**config.mk**
```make
export PLATFORM = sky130hd
export DESIGN_NAME = niosII_system_sysid_timeout
export DESIGN_NICKNAME = d
export VERILOG_FILES = /design/src/rtl/niosII_system_sysid_timeout.sv
export SDC_FILE = /design/constraint.sdc
export NUM_CORES = 1
export LEC_CHECK = 0
export ABC_AREA = 0
export CORE_AREA = 4 4 41 43
export CTS_CLUSTER_SIZE = 24
export DETAILED_ROUTE_END_ITERATION = 10
export DIE_AREA = 0 0 45 47
export MAX_ROUTING_LAYER = met4
export PLACE_DENSITY = 0.54
export SYNTH_ARGS = -nofsm -noshare
export SYNTH_HDL_FRONTEND = slang
export SYNTH_SLANG_ARGS = --single-unit
```
**constraint.sdc**
```tcl
create_clock -name clock -period 2.3 [get_ports clock]
set_input_delay 0.46 -clock clock [delete_from_list [all_inputs] [get_ports clock]]
set_output_delay 0.46 -clock clock [all_outputs]
set_load 0.005 [all_outputs]
```
**src/rtl/niosII_system_sysid_timeout.sv**
```systemverilog
// -----------------------------------------------------------------------------
// niosII_system_sysid_timeout
// Phase watchdog for the system-ID checker. Counts cycles spent in one
// request or wait phase and flags expiry on the last permitted cycle.
// Ports:
//   clock     in  rising-edge clock
//   reset_n   in  asynchronous active-low reset
//   i_clear   in  restart the count (asserted on every phase change)
//   i_enable  in  count this cycle (checker is in a REQ or WAIT phase)
//   o_expired out phase has used TIMEOUT_CYCLES-1 counted cycles
// -----------------------------------------------------------------------------
module niosII_system_sysid_timeout #(
   parameter int TIMEOUT_CYCLES = 255
) (
   input  logic clock,
   input  logic reset_n,
   input  logic i_clear,
   input  logic i_enable,
   output logic o_expired
);
   localparam int             CW   = $clog2(TIMEOUT_CYCLES + 1);
   localparam logic [CW-1:0]  LAST = CW'(TIMEOUT_CYCLES - 1);
   localparam logic [CW-1:0]  ONE  = CW'(1);

   logic [CW-1:0] r_count;

   // Phase cycle counter; saturates at LAST so it never wraps.
   always_ff @(posedge clock or negedge reset_n) begin
      if (!reset_n) begin
         r_count <= '0;
      end else if (i_clear) begin
         r_count <= '0;
      end else if (i_enable && (r_count != LAST)) begin
         r_count <= r_count + ONE;
      end else begin
         r_count <= r_count;
      end
   end

   assign o_expired = i_enable && (r_count == LAST);

endmodule

```
* After elaboration in Yosys (flattened, before gate mapping)
Cells that the tools add are included. W data, S select, Z words.
Storage, ports and cells: register bits after elaboration 8
Cells by class: add/sub/neg operators 1, eq/ne operators 2, multiplexer cells 2, reductions and logical operators 3
Operators with widths (number):
- $mux W8 | 2
- $add A8 B1 Y8 const B | 1
- $eq A8 B8 Y1 const B | 1
- $ne A8 B8 Y1 const B | 1
- $logic_and A1 B1 Y1 | 2
- $reduce_bool A2 Y1 | 1

* Longest topological paths before layout
Gate-level depths: netlist of the first run.
depth in word-level cells 4, depth in mapped cells 5

* Worst setup path after synthesis of the first run
Ideal clock, no wire load.
path kind register to output, from reg r_count[0], to out o_expired, arrival 1.030 ns, data required time 1.840 ns, path slack 0.810 ns, cell stages (with the launch flop) 5, cells stage by stage dfrtp_1 inv_1 ha_1 and3_1 and3_2
Between the ends: longest elaborated chain between the ends 2
RTL lines:
- from (decl) | RTL line 25 | logic [CW-1:0] r_count;
- from (signal assigned) | RTL line 34 | r_count <= r_count + ONE;
- from (signal assigned) | RTL line 36 | r_count <= r_count;
- $eq A8 B8 Y1 | RTL line 40 | assign o_expired = i_enable && (r_count == LAST);
- $logic_and A1 B1 Y1 | RTL line 40
- to (decl) | RTL line 19 | output logic o_expired
Every way passes these cells.

* Worst setup path in the final report of the first run
Same ends and word-level chain as after synthesis.

==> impl_summary.md, run 1 <==
Final layout
Registers take 200 µm². In the final layout, the multi-input gates occupy 287 µm². The share of cells above drive strength 1 is 0.345.

The final layout net count is 63. The flip-flop count of the largest register after layout is 8. The final instance count without filler cells is 70. In the final layout, the registers with the most flip-flops are r_count (8).

The growth of design area from synthesis to finish is 19.0%. After routing the design area is 594 µm². The number of fillers in the final layout is 126.

The register name with the most flops is r_count. The count of inserted antenna diode cells is 0.

GRT
The first global-routing pass estimated 1640 µm of wire. For this run the aggregate overflow at the end of global routing stands at 0. The aggregate global-route resource usage is 0.117. The largest net degree at the start of global routing is 12. The initial antenna violation count is 0. The number of global-route vias before repair is 378.

STA
The measured slew at the worst slew-check pin is 431 ps. After layout, the minimum clock period comes to 2220 ps. The maximum clock rate is 450 MHz.

Setup violations remaining at the end of the flow were counted as 0. The relative slew slack is 0.712. Clock skew on the completed layout was measured at 4.54 ps.

The final setup slack of the worst path is 80.0 ps. After routing, the total negative slack on setup checks comes to 0 ps. The max-slew violation count was 0.

The number of failing hold endpoints at the final stage was 0. Setup repair after global routing left no endpoint under its margin. The fraction of the cycle the final worst path needs is 0.965.

Pwr
The share of total power dissipated in sequential elements is 0.510. VDD sags by at most 0.000260 V. Summed over all nets, the switching power comes to 0.0705 mW. The share of total power in the clock network is 0.384. The part of the power in combinational logic is 0.106.

The leakage power summed over all cells is 0.267 nW. Of the total power, the share spent switching nets is 0.242. The internal power of the cells is 0.220 mW. Power spread over the standard cell area amounts to 489 nW/µm².

Route
Using the TritonRoute via totals, the vias-per-cell ratio works out to 5.76. In this run, the number of DRC markers left after iteration 0 of detailed routing was 9. The number of iterations in the first detailed-routing pass is 5. The count of nets left with antenna violations once routing finished came out at 0. The wire length per cell after detailed routing is 14.3 µm.

The remaining design rule violation count is 0. The count of vias placed by the detailed router is 403. The wire length after detailed routing is 998 µm.

Critical path
Along the worst path, the maximum fanout reaches 4. The worst register-to-register path has a setup slack of 740 ps. The number of cells on the worst reg-to-reg path is 6. The worst setup path is launched from a register. Among cell families on the critical path, the largest total delay comes from buffers and inverters.

The signal on the critical path passes through inv_2 > ha_2 > and3_4 > and3_2 > clkdlybuf4s50_1. The number of buffers and inverters on the critical path is 2. The endpoint identified for the worst register-to-register timing path is r_count[0]$_DFFE_PN0P_. For this design, the slowest cell found on the critical path is clkdlybuf4s50_1. Data arrives at the worst endpoint at 1760 ps.

The startpoint identified for the worst register-to-register timing path is r_count[0]$_DFFE_PN0P_. The kind of end point of the critical path is a primary output. The data required time at the worst endpoint is 1840 ps. The longest individual stage delay on the worst path is 490 ps. The critical path in this run is classified as reg2out.

Clock tree
Clock tree synthesis found a total of 8 sinks. Clock tree synthesis selected as its root buffer the cell clkbuf_4. The clock buffer count from CTS is 3. In this run the number of H-tree levels came out at 1. The clock reaches the later pin of the worst-skew pair after 260 ps. The longest clock path from root to sink contains 2 buffers. Clock-pin slew was measured on the worst setup and hold paths at 60 ps. The CTS tree is yes. The number of buffers inserted for hold repair after clock tree synthesis is 0.

Place
The post-place setup slack is 251 ps. The estimated wirelength of the detail-placed design is 708 µm. The total instance count after detailed placement is 66. The count of buffers inserted at the top-level ports is 4. At the end of routability-driven placement, the weighted congestion stood at 0.864. The placed instance area is 557 µm².

Die
In this run the standard cell core region covers 1300 µm². From bottom edge to top edge, the die measures 47 µm. The die covers 2120 µm². For this configuration, the core starts out at a cell density of 0.384.

The initialized floorplan defines 13 standard-cell rows. The die is 45 µm wide. For this design the top-level I/O count stands at 5.

Yosys
The mean instance size in the synthesized netlist is 10.6 µm². The sequential cell area fraction in the yosys report is 0.401. The number of nets in the synthesized netlist is 53. The number of different library cells used by synthesis comes to 30. The cell area after technology mapping is 499 µm². The register bit total from synthesis is 8.

The cell count after synthesis is 47. For this run, the number of Yosys warnings is 0.

Run status
The run finished with clean final reports.

Hold path
The path class of the tightest hold or removal check is in2async.

Run
The number of max-capacitance violations reported is 0.
cell usage after synthesis:
master / number / area share
a211oi_1: 1 / 0.015
a21boi_2: 1 / 0.023
a21oi_1: 3 / 0.030
a21oi_2: 1 / 0.018
a311oi_2: 1 / 0.030
a31oi_1: 2 / 0.025
and2_1: 1 / 0.013
and2b_1: 1 / 0.015
and3_1: 1 / 0.013
and3_2: 2 / 0.030
and4_1: 1 / 0.018
and4_2: 1 / 0.020
and4_4: 1 / 0.023
and4b_1: 1 / 0.020
buf_2: 1 / 0.010
buf_6: 1 / 0.023
dfrtp_1: 8 / 0.40
ha_1: 2 / 0.050
inv_1: 1 / 0.0075
mux2_1: 1 / 0.023
mux2_2: 2 / 0.045
nand2_1: 1 / 0.0075
nand3_1: 1 / 0.010
nand4_1: 1 / 0.013
nor2_1: 4 / 0.030
nor2b_1: 2 / 0.025
nor3_1: 1 / 0.010
nor3_2: 1 / 0.020
nor4bb_1: 1 / 0.020
o21bai_1: 1 / 0.015
metrics by stage:
stage          utilization  power (mW)  hold slack (ps)
5_1_grt              0.457       0.305              525
3_3_place_gp         0.428       0.176              529
2_1_floorplan            -       0.164              164
4_1_cts              0.445       0.290              497
3_5_place_dp         0.428       0.178              544
6_report             0.457       0.291              491
final cells by class:
class | count | share of cell area
multi-input combinational | 36 | 0.482
sequential | 8 | 0.337
timing repair buffer | 7 | 0.105
clock buffer | 3 | 0.0379
tap | 15 | 0.0316
inverter | 1 | 0.00632
power groups by stage:
stage          Combinational (mW)  Sequential [mW]  Clock, mW
2_1_floorplan              0.0146            0.149          0
3_3_place_gp               0.0261            0.150          0
3_5_place_dp               0.0274            0.150          0
4_1_cts                    0.0276            0.148      0.115
5_1_grt                    0.0341            0.149      0.123
6_report                   0.0308            0.148      0.112
cells in the final DEF (no fill, tap or decap), drive strengths merged:
cell type and instances:
dfrtp 8, nor2 4, clkdlybuf4s50 4, a21oi 4, clkbuf 3, buf 3, and3 3, mux2 3
and4 3, a31oi 2, nor2b 2, nor3 2, ha 2, inv 1, a21boi 1, nand2 1
nor4bb 1, and2 1, and4b 1, nand4 1, and2b 1, a311oi 1, nand3 1, o21bai 1
a211oi 1
worst max-delay path by stage:
stage                                       from         to  slack, ps  depth (start not counted)
after detailed placement                i_enable  o_expired        250                          3
after CTS                 r_count[0]$_DFFE_PN0P_  o_expired         70                          5
after global routing      r_count[0]$_DFFE_PN0P_  o_expired         10                          5
after global placement                  i_enable  o_expired        250                          3
after floorplan           r_count[0]$_DFFE_PN0P_  o_expired        810                          4
final                     r_count[0]$_DFFE_PN0P_  o_expired         80                          5
kinds of logic after synthesis:
kind of cell | after synthesis | share of synthesized area
muxes | 3 | 0.0677
AOI/OAI and AO/OA | 10 | 0.155
DFF | 8 | 0.401
and+or+nand+nor | 21 | 0.286
buffers and inverters | 3 | 0.0401
adders and majority gates | 2 | 0.0501
repair_timing:
item / in CTS / in global routing
gates resized for setup: 0 / 3
endpoints found under the setup margin: 0 / 1
hold endpoints to repair: 0 / 0
setup buffers: 0 / 1
routing by layer:
| layer | GRT usage | up-vias | share of wire |
|---|---|---|---|
| met3 | 0.0230 | 5 | 0.049 |
| li1 | - | 193 | - |
| met1 | 0.139 | 196 | 0.47 |
| met5 | - | - | 0 |
| met4 | 0.123 | 0 | 0.040 |
| met2 | 0.155 | 9 | 0.44 |
Note: power is estimated with default switching activity, not from simulation.
==> run 2: changes to the inputs <==
SLEW_MARGIN = 10   (was not set)
==> results of run 2 <==
Final layout, timing and power as in run 1 (identical DEF).
==> RTL change (settings of run 1) <==
The parameter `TIMEOUT_CYCLES` goes from 255 to 510.
--- a/src/rtl/niosII_system_sysid_timeout.sv
+++ b/src/rtl/niosII_system_sysid_timeout.sv
@@ -10,7 +10,7 @@
 //   o_expired out phase has used TIMEOUT_CYCLES-1 counted cycles
 // -----------------------------------------------------------------------------
 module niosII_system_sysid_timeout #(
-   parameter int TIMEOUT_CYCLES = 255
+   parameter int TIMEOUT_CYCLES = 510
 ) (
    input  logic clock,
    input  logic reset_n,
Function: no difference found for any inputs over 10 cycles, from zero or initial values and one cycle with reset_n low; that may be too few to reach the edited logic, so the function may still have changed.
==> RTL change against run 1 <==
Sequential power grew 12%; first-iteration DRC count shrank 56%; total power grew 11%; area after synthesis grew 11%; wire length grew 21%; sequential cell count grew 1; fmax grew 16%; setup slack gained 0.31 ns; via count grew 17%; design area grew 9.5%; critical endpoint unchanged.
==> RTL change: results <==
drt:
  wl_per_cell_um: 16.1
  first_iter_violations: 4
  vias_per_cell: 6.29
  firstDrtPassIters: 4
synth:
  ys_seq_area_frac: 0.406
  synthTopCellsByCount: "9 x dfrtp_1, 3 x a21oi_1"
  synth_cell_type_count: 33
  synth_area_leaders: "dfrtp_1 41%, ha_1 4.5%, nand4_4 3.8%"
  ys_warn_count: 0
  syn_nets: 57
worst_setup_path:
  rr_worst_depth: 5
  crit_fanout: 5
  rrSetupSlack_ns: 0.76
  crit_type: "reg2out"
  critical_path_arrival_ns: 1.45
  r2r_start: "r_count[1]"
sta:
  fin_skew_ns: 0.00198
  slew_headroom: 0.713
  post-route-period-util: 0.829
clock_network:
  path_clk_slew_ns: 0.06
  clock_path_buffers: 2
  htreeDepth: 1
cells_and_area:
  final_layout_size_suffix_gt1_frac: 0.233
  fin_nets: 67
  reg.largest.list: "r_count (9)"
place:
  hpwlAfterDp_um: 854
  pre_cts_slack_ns: 0.223
  finalWeightedCongestion: 0.846
global_route:
  grt_usage: 0.147
  grt_pass1_vias: 482
  grt_pass1_wl_mm: 2.10
pwr:
  irDropWorstVdd_uv: 331
  power.leakage_nw: 0.309
status:
  status: "complete, no violations"
[RTL change: power breakdown]
part           internal [mW]  switching [mW]
Combinational         0.0173          0.0158
Sequential             0.162         0.00389
Clock                 0.0670          0.0567
Total                  0.246          0.0763
[RTL change: per-layer routing]
metal | routed length, µm | global-route usage | vias up
li1 | - | - | 221
met3 | 44 | 0.0498 | 4
met4 | 23 | 0.105 | 0
met5 | 0 | - | -
met1 | 531 | 0.170 | 234
met2 | 604 | 0.209 | 13
[RTL change: through the flow]
stage / hold slack, ns / instance area (µm²) / cells
after floorplan: 0.164 / 554 / 51
after global placement: 0.573 / 603 / 69
after detailed placement: 0.580 / 603 / 69
after CTS: 0.511 / 641 / 74
after global routing: 0.532 / 651 / 75
final: 0.499 / 651 / 75
[RTL change: cell families after synthesis]
kind of cell / share of synthesized area
fa+ha+maj: 0.0451
simple gates: 0.284
compound gates: 0.178
buf+inv: 0.0384
flops: 0.406
mux: 0.0474
[RTL change: worst min path at each step]
stage	endpoint	slack [ns]	depth (start not counted)
finish	r_count[4]	0.50	1
global route	r_count[8]	0.53	1
floorplan	r_count[0]	0.16	0
detailed placement	r_count[7]	0.58	2
global placement	r_count[7]	0.57	2
CTS	r_count[4]	0.51	1
[RTL change: what timing repair did]
item,in CTS,in global routing
gates resized for setup,2,1
pin swaps,0,0
endpoints found under the setup margin,1,1
buffers inserted,1,1
[RTL change: layout make-up]
class                           instances  area, µm²
Sequential cell                         9        225
Multi-Input combinational cell         39        312
Timing Repair Buffer                    7       65.1
Fill cell                             115        651
Tap cell                               15       18.8
Clock buffer                            4       26.3
Inverter                                1       3.75
[RTL change: critical path, cell delays in order, from the launching register on]
cell and delay (ns):
dfrtp_1 0.38, inv_1 0.08, ha_2 0.20, and4_4 0.26
and3_1 0.15, dlymetal6s2s_1 0.12
